File: config.mk
export PLATFORM = sky130hd
export DESIGN_NAME = mem_wb_stage_multi
export DESIGN_NICKNAME = d
export VERILOG_FILES = /design/src/rtl/mem_wb_stage_multi.sv
export SDC_FILE = /design/constraint.sdc
export NUM_CORES = 1
export LEC_CHECK = 0
export CELL_PAD_IN_SITES_DETAIL_PLACEMENT = 0
export CELL_PAD_IN_SITES_GLOBAL_PLACEMENT = 1
export CORE_AREA = 2 2 136 138
export DETAILED_ROUTE_END_ITERATION = 10
export DIE_AREA = 0 0 138 140
export GPL_TIMING_DRIVEN = 0
export PLACE_DENSITY_LB_ADDON = 0.1
export SLEW_MARGIN = 40
export SYNTH_ARGS = -nofsm -noshare
export SYNTH_HDL_FRONTEND = slang
export SYNTH_SLANG_ARGS = --single-unit
File: constraint.sdc
create_clock -name clk -period 4.84 [get_ports clk]
set_clock_uncertainty 0.2 [all_clocks]
set_input_delay 0.484 -clock clk [delete_from_list [all_inputs] [get_ports clk]]
set_output_delay 0.484 -clock clk [all_outputs]
set_load 0.01 [all_outputs]
File: src/rtl/mem_wb_stage_multi.sv
// ---------------------------------------------------------------------------
// mem_wb_stage_multi
//
// MEM/WB pipeline register for a multi-issue pipeline. It holds NUM_CH
// write-back channels. A higher channel index is a younger instruction.
// The stage provides:
//   - stall / flush / bubble handling (priority: rst > flush > stall > load)
//   - combinational write-back bypass lookups for ID-stage register reads
//   - a retire counter of committed register writes
//
// Ports
//   clk, rst          clock; synchronous active-high reset
//   stall_i           hold all stage contents
//   flush_i           invalidate all stage contents
//   mem_valid_i       per-channel valid from MEM                  [NUM_CH]
//   mem_re_i          per-channel read-enable tag                 [NUM_CH]
//   mem_we_i          per-channel register write enable           [NUM_CH]
//   mem_addr_i        per-channel dest address, ch k at [k*ADDR_W +: ADDR_W]
//   mem_data_i        per-channel data, ch k at [k*DATA_W +: DATA_W]
//   wb_valid_o        registered valid                            [NUM_CH]
//   wb_re_o           registered read-enable tag                  [NUM_CH]
//   wb_we_o           registered write enable (only 1 when valid) [NUM_CH]
//   wb_addr_o         registered destination addresses
//   wb_data_o         registered write-back data
//   rd_addr_i         bypass lookup addresses, port j at [j*ADDR_W +: ADDR_W]
//   fwd_hit_o         lookup j matches a pending write            [NUM_RD]
//   fwd_data_o        forwarded data; 0 when there is no hit
//   retire_cnt_o      committed register writes, modulo 2^CNT_W
// ---------------------------------------------------------------------------
module mem_wb_stage_multi #(
    parameter int DATA_W = 32,
    parameter int ADDR_W = 5,
    parameter int NUM_CH = 2,
    parameter int NUM_RD = 2,
    parameter int CNT_W  = 32
) (
    input  logic                       clk,
    input  logic                       rst,
    input  logic                       stall_i,
    input  logic                       flush_i,
    input  logic [NUM_CH-1:0]          mem_valid_i,
    input  logic [NUM_CH-1:0]          mem_re_i,
    input  logic [NUM_CH-1:0]          mem_we_i,
    input  logic [NUM_CH*ADDR_W-1:0]   mem_addr_i,
    input  logic [NUM_CH*DATA_W-1:0]   mem_data_i,
    output logic [NUM_CH-1:0]          wb_valid_o,
    output logic [NUM_CH-1:0]          wb_re_o,
    output logic [NUM_CH-1:0]          wb_we_o,
    output logic [NUM_CH*ADDR_W-1:0]   wb_addr_o,
    output logic [NUM_CH*DATA_W-1:0]   wb_data_o,
    input  logic [NUM_RD*ADDR_W-1:0]   rd_addr_i,
    output logic [NUM_RD-1:0]          fwd_hit_o,
    output logic [NUM_RD*DATA_W-1:0]   fwd_data_o,
    output logic [CNT_W-1:0]           retire_cnt_o
);

    // Stage state
    logic [NUM_CH-1:0]        valid_q;
    logic [NUM_CH-1:0]        re_q;
    logic [NUM_CH-1:0]        we_q;
    logic [NUM_CH*ADDR_W-1:0] addr_q;
    logic [NUM_CH*DATA_W-1:0] data_q;
    logic [CNT_W-1:0]         cnt_q;

    // Load values: a channel without valid loads as an all-zero bubble, so
    // stale address/data never leaks into the write-back or bypass paths.
    logic [NUM_CH-1:0]        load_re;
    logic [NUM_CH-1:0]        load_we;
    logic [NUM_CH*ADDR_W-1:0] load_addr;
    logic [NUM_CH*DATA_W-1:0] load_data;

    // Number of writes leaving the stage on this edge.
    logic [CNT_W-1:0]         retire_inc;

    // NOTE: every signal written in an always_comb block gets a default
    // before any conditional assignment, otherwise a latch is inferred.
    always_comb begin
        load_re   = mem_re_i & mem_valid_i;
        load_we   = mem_we_i & mem_valid_i;
        load_addr = '0;
        load_data = '0;
        for (int k = 0; k < NUM_CH; k++) begin
            if (mem_valid_i[k]) begin
                load_addr[k*ADDR_W +: ADDR_W] = mem_addr_i[k*ADDR_W +: ADDR_W];
                load_data[k*DATA_W +: DATA_W] = mem_data_i[k*DATA_W +: DATA_W];
            end
        end
    end

    always_comb begin
        retire_inc = '0;
        for (int k = 0; k < NUM_CH; k++) begin
            retire_inc = retire_inc + CNT_W'(we_q[k]);
        end
    end

    // NOTE: sequential state uses non-blocking assignments only, so every
    // register samples the pre-edge value of every other register.
    always_ff @(posedge clk) begin
        if (rst) begin
            valid_q <= '0;
            re_q    <= '0;
            we_q    <= '0;
            addr_q  <= '0;
            data_q  <= '0;
            cnt_q   <= '0;
        end else if (flush_i) begin
            // Flushed contents are discarded without being counted.
            valid_q <= '0;
            re_q    <= '0;
            we_q    <= '0;
            addr_q  <= '0;
            data_q  <= '0;
        end else if (!stall_i) begin
            valid_q <= mem_valid_i;
            re_q    <= load_re;
            we_q    <= load_we;
            addr_q  <= load_addr;
            data_q  <= load_data;
            // Held writes are counted once, on the edge they leave the stage.
            cnt_q   <= cnt_q + retire_inc;
        end
    end

    assign wb_valid_o   = valid_q;
    assign wb_re_o      = re_q;
    assign wb_we_o      = we_q;
    assign wb_addr_o    = addr_q;
    assign wb_data_o    = data_q;
    assign retire_cnt_o = cnt_q;

    // Bypass lookup from the registered stage only; there is deliberately no
    // path from mem_*_i. Channels are scanned in ascending order so the
    // highest-index (youngest) match overwrites older ones, matching the
    // order in which the register file applies same-address writes.
    // Address 0 is never forwarded.
    always_comb begin
        fwd_hit_o  = '0;
        fwd_data_o = '0;
        for (int j = 0; j < NUM_RD; j++) begin
            for (int k = 0; k < NUM_CH; k++) begin
                if (we_q[k] &&
                    (rd_addr_i[j*ADDR_W +: ADDR_W] != '0) &&
                    (addr_q[k*ADDR_W +: ADDR_W] == rd_addr_i[j*ADDR_W +: ADDR_W])) begin
                    fwd_hit_o[j]                   = 1'b1;
                    fwd_data_o[j*DATA_W +: DATA_W] = data_q[k*DATA_W +: DATA_W];
                end
            end
        end
    end

endmodule
# Word level (Yosys, flattened, before mapping)
# Cells that the tools add are included.
# word_totals
word_cells	40
reg_bits	112
out_inout_bits	178
# classes
mux	12
n_addsub	2
eq_ne	4
bitwise_logic	4
reduce_logical	12
# op_table
cell	n
32-bit 2-to-1 mux	6
32-bit by 2-bit adder with 32-bit output	1
5-bit equality test	4
5-bit 2-to-1 mux	2
5-bit nonzero test	2
1-bit logical AND	8
2-bit bitwise AND	2
1-bit 2-to-1 mux	4
1-bit by 1-bit adder with 2-bit output	1
1-bit inverter	2
2-bit AND reduction	1
2-bit OR reduction	1

# Logic depth before layout (Yosys ltp)
# logic_depth
word_depth	5
mapped_depth	10
ltp_nobuf	8

# Worst setup path after synthesis
# No wires, ideal clock.
# synth_path
path_kind	register to register
from	register we_q[0], in the netlist wb_we_o[0]
to	register cnt_q[30], in the netlist retire_cnt_o[30]
slack_ps	2099
required_ps	4519
arrival_time_ps	2420
path_stages_with_launch	11
path_cell_list	dfxtp_1 inv_1 fa_1 inv_1 ha_1 clkbuf_1 nand2_1 or4_1 clkbuf_2 nor3_1 mux2_2
# synth_between
elab_chain_len	2
# synth_rtl
element	line	source
start, declared	60	logic [NUM_CH-1:0] we_q;
start signal, assigned	117	we_q <= load_we;
1-bit by 1-bit adder with 2-bit output	93	retire_inc = retire_inc + CNT_W'(we_q[k]);
32-bit by 2-bit adder with 32-bit output	121	cnt_q <= cnt_q + retire_inc;
end signal, assigned	121	
end, declared	63	logic [CNT_W-1:0] cnt_q;
# No other way between the ends.
# A chain may end at the register's enable or synchronous reset.

# Final worst setup path
# layout_path
from	input rd_addr_i[1]
to	output fwd_data_o[17]
# layout_between
elab_chain_len	5
elab_cells_between_ends	9
# layout_rtl
element	line	source
start, declared	51	input logic [NUM_RD*ADDR_W-1:0] rd_addr_i,
5-bit nonzero test	143	(rd_addr_i[j*ADDR_W +: ADDR_W] != '0) &&
1-bit logical AND	142	if (we_q[k] &&
1-bit logical AND	143	
32-bit 2-to-1 mux	142	
32-bit 2-to-1 mux *	142	
end, declared	53	output logic [NUM_RD*DATA_W-1:0] fwd_data_o,
# Mark *: on every way between the ends. The rest lies on a longest branch, timed or not.

==> results_dict.tcl <==
set metrics [dict create \
    status "finished clean" \
    hold_path.startpoint "retire_cnt_o[31]" \
    synthTopCellsByArea "dfxtp_1, mux2_2, a22oi_1" \
    max_stage_delay_ns 0.54 \
    clockBufferDepth 2 \
    numPortBuffers 270 \
    yosys.area.top_type "dfxtp_1" \
    die_y_microns 140 \
    cp-end-kind "output port" \
    grt_max_degree 19 \
    ctsHtreeMaxLevel 3 \
    ff2ff_path_depth 10 \
    fillers 1692 \
    dp_cells 1140 \
    drv_cap 0 \
    vias 6097 \
    ys_warn_count 0 \
    drc 0 \
    regToRegStartpoint "wb_we_o[1]" \
    holdPathEnd "retire_cnt_o[31]" \
    rr_endpoint "retire_cnt_o[30]" \
    final_nets 1018 \
    dieArea_sq_um 19320 \
    die_w_microns 138 \
    dpl_cell_area_sq_um 8672 \
    p_leak_nw 3.451 \
    synthesis.instances 641 \
    drive_above_1_share_pct 10.14 \
    clock_latency_ns 0.35 \
    path_class "input port to output port" \
    slew_headroom_pct 58.25 \
    crit_required_ns 4.16 \
    hold_buffers 0 \
    postCtsResizedCells 0 \
    crit_arrival_ns 3.28 \
    cpLargestDelayFamily "buffers and inverters" \
    syn_area_sq_um 5660 \
    io_pins 272 \
    ant_nets 0 \
    postCtsSetupBuffers 0 \
    grt_usage_pct 22.29 \
    antenna_cells 0 \
    worstSetupStartpointType "input port" \
    start_util_pct 31.84 \
    period_share_pct 81.82 \
    dr.pass1.iters 4 \
    worstMarginPinSlew_ns 0.6263 \
    ir_drop_v 0.0001642 \
    dp_hpwl_mm 17.33 \
    cts_buffers 9 \
    crit_buf_inv 3 \
    synth_top_area_share_pct 39.61 \
    cpMaxStageDelayCell "clkbuf_1" \
    clk_pin_slew_worst_paths_ns 0.07 \
    ys_ff_latch 112 \
    wire_per_inst_microns 19.56 \
    grt_overflow 0 \
    worstPathCellList "clkdlybuf4s50_1, nor3_1, nand2_1, nand4_1, clkbuf_1, mux2_2, clkdlybuf4s50_1" \
    rows 49 \
    grt_pass1_wl_mm 33.98 \
    synth_cell_types 32 \
    setup_slack_ns 0.8799 \
    crit_top_cell "clkdlybuf4s50_1" \
    rsz0062_at_grt "false" \
    tns_ns 0 \
    p_total_mw 1.914 \
    whs_path_depth 2 \
    rrSetupSlack_ns 1.61 \
    drt_first_iter_violations 269 \
    fin_area_sq_um 8979 \
    avgSynthCellArea_sq_um 8.831 \
    dp_slack_ns 0.8845 \
    powerDensity_nw_per_um2 213.2 \
    core-area_sq_um 17780 \
    hold_viol 0 \
    stdcell_count 1156 \
    avgViaCountPerCell 5.274 \
    setup_viol 0 \
    grt_pass1_vias 6021 \
    holdWs_ns 0.2932 \
    synth_nets 737 \
    cts_tree "yes" \
    cts_root_buffer "clkbuf_16" \
    fmax_mhz 252.5 \
    fin_crit_ns 3.960 \
    min_path_type "register to register" \
    globalplace.congestion 0.8677 \
    seq_area_frac_synth_pct 39.61 \
    finalMaxSlewViolations 0 \
    antenna_found_initial 1 \
    fin_util_pct 50.50 \
    area_delta_synth_final_pct 58.62 \
    wl_mm 22.61 \
    clock_sinks 112 \
    critPathMaxFanout 10 \
]
==> cells in the mapped netlist (all sizes together) <==
cell / count
nand4: 12
or4: 16
inv: 8
nand2: 17
a21oi: 21
nor3: 4
mux2: 67
nor2b: 6
o31ai: 13
or3: 5
fa: 1
a211oi: 3
and4: 4
buf: 2
o21ai: 6
nand3: 12
and3: 67
or2: 1
nor4: 4
ha: 1
and4bb: 1
xor2: 27
clkbuf: 54
a22oi: 78
nor2: 96
dfxtp: 112
xnor2: 2
nand3b: 1
==> power by group <==
part	internal (mW)	total, mW	switching [mW]	leakage (nW)
registers	0.935	0.951	0.0165	0.906
clock network	0.382	0.741	0.358	0.147
logic	0.119	0.223	0.103	2.40
total	1.44	1.91	0.478	3.45
==> tightest hold or removal path, delay by kind of cell, from the launching register on <==
family | cells | cell delay [ns]
flops | 1 | 0.32
compound gates | 2 | 0.13
==> area by class of cell <==
| class | instances | area (sq um) | area share [%] |
|---|---|---|---|
| multi-input combinational | 465 | 3212 | 35.77 |
| timing repair buffer | 270 | 2703 | 30.10 |
| sequential | 112 | 2242 | 24.97 |
| tap | 229 | 286.5 | 3.191 |
| clock buffer | 11 | 252.7 | 2.815 |
| buffer | 56 | 216.5 | 2.411 |
| clock inverter | 5 | 36.28 | 0.4041 |
| inverter | 8 | 30.03 | 0.3344 |
==> logic make-up (layout without fill, tap and decap cells) <==
kind of cell	after synthesis	in the layout	synth area share, %
adder cells (fa/ha/maj)	2	2	0.5747
XOR/XNOR	29	29	4.487
buffers and inverters	64	350	4.354
AO/OA/AOI/OAI	121	121	14.85
flip-flops	112	112	39.61
multiplexers	67	67	13.33
AND/OR/NAND/NOR	246	246	22.79
==> routing by layer <==
layer	GRT usage (%)	up-vias	routed length (microns)
li1	-	2906	-
met1	26.49	2934	9106
met2	38.43	216	11140
met3	5.538	39	1607
met4	9.452	2	735
met5	0	-	16
==> flip-flops by register name, summed over array words and instances (netlist names) <==
register / cells
wb_we_o: 2
wb_re_o: 2
wb_addr_o: 10
wb_valid_o: 2
wb_data_o: 64
retire_cnt_o: 32
==> worst max-delay path by stage <==
stage	cells after the start	slack, ns	end	startpoint
2_1_floorplan	10	2.10	retire_cnt_o[30]	wb_we_o[0]
3_3_place_gp	7	0.47	fwd_data_o[17]	rd_addr_i[0]
3_5_place_dp	7	0.88	fwd_data_o[44]	rd_addr_i[6]
4_1_cts	7	0.86	fwd_data_o[14]	rd_addr_i[1]
5_1_grt	7	0.70	fwd_data_o[17]	rd_addr_i[0]
6_report	7	0.88	fwd_data_o[17]	rd_addr_i[1]
==> cells in the final DEF, fill, tap and decap left out, drive strengths merged <==
master         count
o31ai             13
fa                 1
nand4             12
and4bb             1
or4               16
nor2              96
dfxtp            112
o21ai              6
xor2              27
clkinv             2
a22oi             78
clkdlybuf4s50    270
ha                 1
nand2             17
and3              67
nor4               4
nand3b             1
nand3             12
and4               4
buf                2
or2                1
nor2b              6
inv               11
a211oi             3
a21oi             21
nor3               4
mux2              67
xnor2              2
clkbuf            65
or3                5
Power figures use the tool's default switching activity.
